===== src/rtl/serial_adder_ctrl.sv =====
// serial_adder_ctrl: bit-serial adder, LSB first, one bit per clock.
// A single full-adder cell (two half adders plus an OR) is reused each
// RUN cycle. The IDLE -> RUN -> DONE FSM owns sequencing; Sum/Cout only
// change on the edge that enters DONE, so partial results are never visible.
// Optional feature: define SERIAL_ADDER_OVF_EN to add the Ovf output
// (two's-complement overflow of the completed addition).

module sa_half_adder (
   input  logic a_i,
   input  logic b_i,
   output logic s_o,
   output logic c_o
);
   assign s_o = a_i ^ b_i;
   assign c_o = a_i & b_i;
endmodule

module sa_full_adder (
   input  logic a_i,
   input  logic b_i,
   input  logic c_i,
   output logic s_o,
   output logic c_o
);
   logic s0, c0, c1;

   sa_half_adder u_ha0 (.a_i(a_i), .b_i(b_i), .s_o(s0),  .c_o(c0));
   sa_half_adder u_ha1 (.a_i(s0),  .b_i(c_i), .s_o(s_o), .c_o(c1));

   assign c_o = c0 | c1;
endmodule

module serial_adder_ctrl #(
   parameter int WIDTH = 8
) (
   input  logic             clk,
   input  logic             rst_n,
   input  logic             start,
   input  logic [WIDTH-1:0] A,
   input  logic [WIDTH-1:0] B,
   input  logic             Cin,
   output logic             busy,
   output logic             done,
   output logic [WIDTH-1:0] Sum,
   output logic             Cout
`ifdef SERIAL_ADDER_OVF_EN
   ,output logic            Ovf
`endif
);

   localparam int CW = (WIDTH < 2) ? 1 : $clog2(WIDTH);
   localparam logic [CW-1:0] LAST = CW'(WIDTH - 1);

   typedef enum logic [1:0] {
      S_IDLE = 2'd0,
      S_RUN  = 2'd1,
      S_DONE = 2'd2
   } state_t;

   state_t           state_q, state_d;
   logic [WIDTH-1:0] a_q, b_q, acc_q, sum_q;
   logic [WIDTH-1:0] acc_shift;
   logic [CW-1:0]    cnt_q;
   logic             carry_q, cout_q;
   logic             fa_s, fa_c;
   logic             accept, last_bit;

   assign accept   = (state_q == S_IDLE) && start;
   assign last_bit = (cnt_q == LAST);

   sa_full_adder u_fa (
      .a_i (a_q[0]),
      .b_i (b_q[0]),
      .c_i (carry_q),
      .s_o (fa_s),
      .c_o (fa_c)
   );

   // New sum bit enters at the MSB; after WIDTH shifts bit 0 sits at LSB
   generate
      if (WIDTH == 1) begin : g_acc1
         assign acc_shift = fa_s;
      end else begin : g_accn
         assign acc_shift = {fa_s, acc_q[WIDTH-1:1]};
      end
   endgenerate

   // State register
   always_ff @(posedge clk or negedge rst_n) begin
      if (!rst_n) state_q <= S_IDLE;
      else        state_q <= state_d;
   end

   // Next-state logic; the spare encoding falls back to IDLE
   always_comb begin
      state_d = S_IDLE;
      case (state_q)
         S_IDLE:  state_d = start ? S_RUN : S_IDLE;
         S_RUN:   state_d = last_bit ? S_DONE : S_RUN;
         S_DONE:  state_d = S_IDLE;
         default: state_d = S_IDLE;
      endcase
   end

   // Status outputs decoded from the current state
   always_comb begin
      busy = 1'b0;
      done = 1'b0;
      case (state_q)
         S_RUN:   busy = 1'b1;
         S_DONE:  begin busy = 1'b1; done = 1'b1; end
         default: begin busy = 1'b0; done = 1'b0; end
      endcase
   end

   // Operand capture, serial shift/carry datapath and result registers
   always_ff @(posedge clk or negedge rst_n) begin
      if (!rst_n) begin
         a_q     <= '0;
         b_q     <= '0;
         acc_q   <= '0;
         carry_q <= 1'b0;
         cnt_q   <= '0;
         sum_q   <= '0;
         cout_q  <= 1'b0;
      end else if (accept) begin
         a_q     <= A;
         b_q     <= B;
         carry_q <= Cin;
         acc_q   <= '0;
         cnt_q   <= '0;
      end else if (state_q == S_RUN) begin
         a_q     <= a_q >> 1;
         b_q     <= b_q >> 1;
         carry_q <= fa_c;
         acc_q   <= acc_shift;
         cnt_q   <= cnt_q + CW'(1);
         if (last_bit) begin
            sum_q  <= acc_shift;
            cout_q <= fa_c;
         end
      end
   end

   assign Sum  = sum_q;
   assign Cout = cout_q;

`ifdef SERIAL_ADDER_OVF_EN
   logic ovf_q;

   // Overflow: carry into the MSB (carry_q on the last bit) vs carry out
   always_ff @(posedge clk or negedge rst_n) begin
      if (!rst_n)                          ovf_q <= 1'b0;
      else if (state_q == S_RUN && last_bit) ovf_q <= carry_q ^ fa_c;
   end

   assign Ovf = ovf_q;
`endif

endmodule


===== config.mk =====
export PLATFORM = sky130hd
export DESIGN_NAME = serial_adder_ctrl
export DESIGN_NICKNAME = d
export VERILOG_FILES = /design/src/rtl/serial_adder_ctrl.sv
export SDC_FILE = /design/constraint.sdc
export NUM_CORES = 1
export LEC_CHECK = 0
export CAP_MARGIN = 20
export CORE_UTILIZATION = 42
export CTS_BUF_LIST = sky130_fd_sc_hd__clkbuf_8 sky130_fd_sc_hd__clkbuf_16
export CTS_CLUSTER_SIZE = 25
export DETAILED_ROUTE_END_ITERATION = 10
export PLACE_DENSITY = 0.66
export SETUP_SLACK_MARGIN = 0.5
export SYNTH_ARGS = -nofsm -noshare
export SYNTH_HDL_FRONTEND = slang
export SYNTH_SLANG_ARGS = --single-unit
export TNS_END_PERCENT = 20

===== constraint.sdc =====
create_clock -name clk -period 3.5 [get_ports clk]
set_clock_uncertainty 0.2 [all_clocks]
set_input_delay 0.35 -clock clk [delete_from_list [all_inputs] [get_ports clk]]
set_output_delay 0.35 -clock clk [all_outputs]
set_load 0.005 [all_outputs]

=== After elaboration in Yosys (flattened, before gate mapping) ===
Cells that the tools add are included.
Widths: inputs -> output; s select.

* Memories: 0
* Flip-flop bits (word level): 39
* Bits in read-only memories: 0
* Bits in writable memories: 0
* Bits in latches: 0
* Logic and storage cells: 38

* Multiply operators: 0
* Bitwise operators: 6
* Magnitude comparators: 0
* Mux-type cells: 15
* Shifts and indexed selects: 0
* Div/mod/pow operators: 0
* Add/subtract/negate cells: 1
* Reductions and logical operators: 5
* Equality and inequality tests: 3

{| class="wikitable"
|+ Operators with widths
! operator !! number
|-
| $mux 8 || 6
|-
| $mux 3 || 2
|-
| $mux 1 || 5
|-
| $pmux 2 s2 || 1
|-
| $add 3x1->3 const B || 1
|-
| $eq 3x3->1 const B || 1
|-
| $reduce_and 3->1 || 1
|-
| $and 1x1->1 || 2
|-
| $eq 2x1->1 const B || 1
|-
| $eq 2x2->1 const B || 1
|-
| $logic_not 2->1 || 1
|-
| $mux 2 || 1
|-
| $reduce_bool 2->1 || 1
|-
| $reduce_or 2->1 || 1
|-
| $xor 1x1->1 || 2
|-
| $logic_and 1x1->1 || 1
|-
| $not 1->1 || 1
|-
| $or 1x1->1 || 1
|}

=== Logic depth before layout (Yosys ltp) ===
* Word-level depth: 5
* Mapped depth: 7
* Depth with buffers taken out: 5

=== By module ===
A second synthesis with hierarchy kept.

* Cells, all modules: 143
* Area total of the unflattened synthesis: 1,722.9 sq um

{| class="wikitable"
|+ By module, submodules not included
! module !! times used !! area an instance (sq um) !! cells an instance !! seq. area each (sq um)
|-
| serial_adder_ctrl || 1 || 1,691.6 || 140 || 950.9
|-
| sa_half_adder || 2 || 12.5 || 1 || 0.0
|-
| sa_full_adder || 1 || 6.3 || 1 || 0.0
|}

=== Worst setup path before layout ===
No wires, ideal clock.

* Kind: reg-to-reg
* Start: register cnt_q[0]
* End: register cout_q, in the netlist Cout
* Period minus slack after synthesis: 1.746 ns
* Required time: 3.175 ns
* Path buffers: 1
* Arrival time: 1.420 ns
* Setup slack: 1.754 ns
* Library setup time: 0.125 ns
* Cell stages (with the launch flop): 7
* Cell sequence: dfrtp_1 -> ha_1 -> ha_1 -> and2_4 -> and2_4 -> buf_6 -> mux2_4

* Cells in the longest elaborated chain, start to end: 2

{| class="wikitable"
|+ Ends and longest elaborated chain
! what !! RTL line !! source
|-
| start: declaration || 63 || <nowiki>logic [CW-1:0] cnt_q;</nowiki>
|-
| start signal: assignment || 137 || <nowiki>cnt_q <= cnt_q + CW'(1);</nowiki>
|-
| $eq 3x3->1 || 69 || <nowiki>assign last_bit = (cnt_q == LAST);</nowiki>
|-
| $reduce_and 3->1 (no line) || - ||
|-
| end signal: assignment || 125 || <nowiki>cout_q <= 1'b0;</nowiki>
|-
| end signal: assignment || 140 || <nowiki>cout_q <= fa_c;</nowiki>
|-
| end: declaration || 64 || <nowiki>logic carry_q, cout_q;</nowiki>
|}

Every way passes these cells.
A chain may end at the register's enable or synchronous reset.

=== Final worst setup path ===
* Start: register state_q[1]
* End: register sum_q[2], in the netlist Sum[2]

* Cells in the longest elaborated chain, start to end: 4
* Elaborated cells between the ends (all ways): 5
* Classes of those cells: eq/ne: 1; bitwise: 1; reduce/logical: 3

{| class="wikitable"
|+ Ends and longest elaborated chain
! what !! RTL line !! source
|-
| start: declaration || 60 || <nowiki>state_t state_q, state_d;</nowiki>
|-
| start signal: assignment || 91 || <nowiki>else state_q <= state_d;</nowiki>
|-
| $logic_not 2->1 || 68 || <nowiki>assign accept = (state_q == S_IDLE) && start;</nowiki>
|-
| $logic_and 1x1->1 || 68 ||
|-
| $not 1->1 (no line) || - ||
|-
| $reduce_and 3->1 (no line) (*) || - ||
|-
| end signal: assignment || 139 || <nowiki>sum_q <= acc_shift;</nowiki>
|-
| end: declaration || 61 || <nowiki>logic [WIDTH-1:0] a_q, b_q, acc_q, sum_q;</nowiki>
|}

Every way passes the cells marked *; elsewhere a longest branch is shown, timed or not.

==> results.txt <==
Synth Flop Type - dfrtp_1
final hold viol count - 0
GPL Wtd Cong - 0.7021
largest area contributor in the netlist - dfrtp_1
IO Pins - 31
Placement Rows - 22
DR WL/cell - 12.74 um
largest net degree at the start of global routing - 45
CTS buffer count - 5
first-pass GRT wire length - 5092 um
Post-Layout Inst Area - 0.002178 mm2
DRC - 0
Post-CTS Setup Bufs - 0
Die W - 65.79 um
worst reg-to-reg path cell count - 6
most common cell after layout, fill and taps aside - dfrtp_1
Synth Instances - 141
maximum fanout along the worst path - 27
Pwr per Cell Area - 879.1 mW/mm2
initial antenna violation count - 0
placed cells - 212
drt pass-1 iters - 2
Synth area leaders - dfrtp_1 (56%), mux2i_1 (14%), mux2_4 (7.9%), o21ai_0 (5.3%), nand2_1 (4.4%)
placed inst area - 0.002026 mm2
Slew headroom - 45.31%
Post-synth EDFFs - 0
Hold EP - Sum[0]
GR Util met1 - 19.12%
RSZ-0062 raised after global routing - no
vias in the first global route - 1,178
max-slew violations - 0
die area - 0.004328 mm2
post-DP HPWL - 1908 um
worst path required time - 3470 ps
ant diodes - 0
Clock Sink Count - 38
HP Start - acc_q[1]
RR Startpoint - state_q[1]
Die H - 65.79 um
clock-pin slew on the worst setup and hold paths - 70 ps
hold_buf cts - 1
CTS Buffer Depth - 2
final cycle utilization of the critical path - 59.87%
ANT nets after route - 0
most crowded layer after global routing - met2
final setup fails - 0
max frequency - 477.2 MHz
I/O Buffers - 30
yosys warns - 0
total power - 0.001915 W
DR iter-0 viols - 68
H-tree depth - 2
most frequent cells in the layout - dfrtp_1 (38), clkdlybuf4s50_1 (29), mux2i_1 (24)
Synthesized Nets - 167
met2 Use GR - 26.15%
worst reg2reg path endpoint - Sum[2]
R2R Setup Slk - 1400 ps
TritonCTS clock tree - yes
syn_area_per_cell - 12.12 um2
Hold Path Depth - 1
GR Overflow Total - 0
Worst-Skew Late Latency - 280 ps
hold_ws - 313.6 ps
Pleak - 1.062 nW
Area growth, synth to finish - 27.45%
Post-Route WL - 2815 um
Post-Layout Cell Count - 221
top cell type's share of synthesized area - 55.64%
status - finished, final reports clean
Overall Global Routing Usage - 15.71%
Distinct cells, synth - 15
Vias/cell - 4.928
core area - 0.003771 mm2
CP endpoint kind - flop
Seq/Total Area, Yosys - 55.64%
Setup TNS Final - 0 ps
Max rail drop VDD - 0.0003439 V
min cycle time layout - 2096 ps
met3 Usage GRT - 5.172%
Fillers - 300
Async SR Flop Fraction - 100.0%
Worst Max-Slew Pin Slew - 820.4 ps
vias - 1,089
synthesized area - 0.001709 mm2
Yosys reg bits - 38
Hold Path Class - reg -> reg
fraction of final layout cells sized beyond drive strength 1 - 12.72%
category of the most critical setup path - reg -> reg
Worst setup SP type - flop
root buf cell - clkbuf_8
nets - 198
Max-Cap Viols - 0
Initial Util - 45.32%
Worst EP arrival - 2070 ps
Post-CTS Resized - 0
-- worst max-delay path, stage by stage, from the launching register on --
cell and delay [ps]:
dfrtp_1 390, inv_1 90, ha_1 150, buf_4 380
and2_4 220, and2_4 240, mux2_4 320
-- routing by layer --
| metal | up-vias | routed length (um) |
|---|---|---|
| li1 | 533 | - |
| met1 | 518 | 1336 |
| met5 | - | 0 |
| met4 | 0 | 47 |
| met3 | 7 | 120 |
| met2 | 31 | 1312 |
-- sequential cells by signal, summed over array words and instances, names as in the netlist --
| register | flops |
|---|---|
| Sum | 8 |
| a_q | 8 |
| b_q | 8 |
| acc_q | 7 |
| cnt_q | 3 |
| state_q | 2 |
| Cout | 1 |
| carry_q | 1 |
-- power by group --
part | leakage, nW | switching (W) | internal (W)
Combinational | 0.512 | 0.000302 | 0.000407
Clock | 0.0714 | 0.000150 | 0.000304
Sequential | 0.478 | 0.000119 | 0.000632
Total | 1.06 | 0.000571 | 0.00134
-- stage by stage --
step,worst slack [ps],util (%)
6_report,1404,57.76
5_1_grt,1295,57.76
4_1_cts,1382,57.76
3_5_place_dp,1395,53.72
3_3_place_gp,1472,53.72
2_1_floorplan,1754,-
-- layout make-up --
type / count / area, um2 / area share, %
flip-flops and latches: 38 / 950.9 / 43.65
multi-input cells: 91 / 693.2 / 31.82
repair buffers: 33 / 320.3 / 14.70
clock buffers: 6 / 82.58 / 3.791
clock inverters: 2 / 60.06 / 2.757
well taps: 48 / 60.06 / 2.757
inverters: 3 / 11.26 / 0.5169
-- Yosys cell counts, types with 2 or more instances --
cell,instances
nor2_1,10
dfrtp_1,38
o21ai_0,18
buf_2,4
and2_4,2
ha_1,5
mux2i_1,24
inv_1,3
buf_6,2
nand2_1,20
mux2_4,9
clkbuf_1,3
-- cells by family after synthesis --
logic type	synth area share, %
DFF	55.64
and+or+nand+nor	7.980
xor gates and xnor gates	0.5125
adders and majority gates	4.832
muxes	21.96
buffers and inverters	3.807
AOI/OAI and AO/OA	5.271
-- worst max-delay path by stage --
| stage | start | endpoint | slack (ps) | cells past startpoint |
|---|---|---|---|---|
| floorplan | cnt_q[0] | Cout | 1750 | 6 |
| global placement | state_q[1] | Cout | 1470 | 6 |
| detailed placement | state_q[1] | Sum[2] | 1390 | 6 |
| CTS | state_q[1] | Sum[2] | 1380 | 6 |
| global route | state_q[1] | Sum[5] | 1290 | 6 |
| finish | state_q[1] | Sum[2] | 1400 | 6 |
Note: power is estimated with default switching activity, not from simulation.
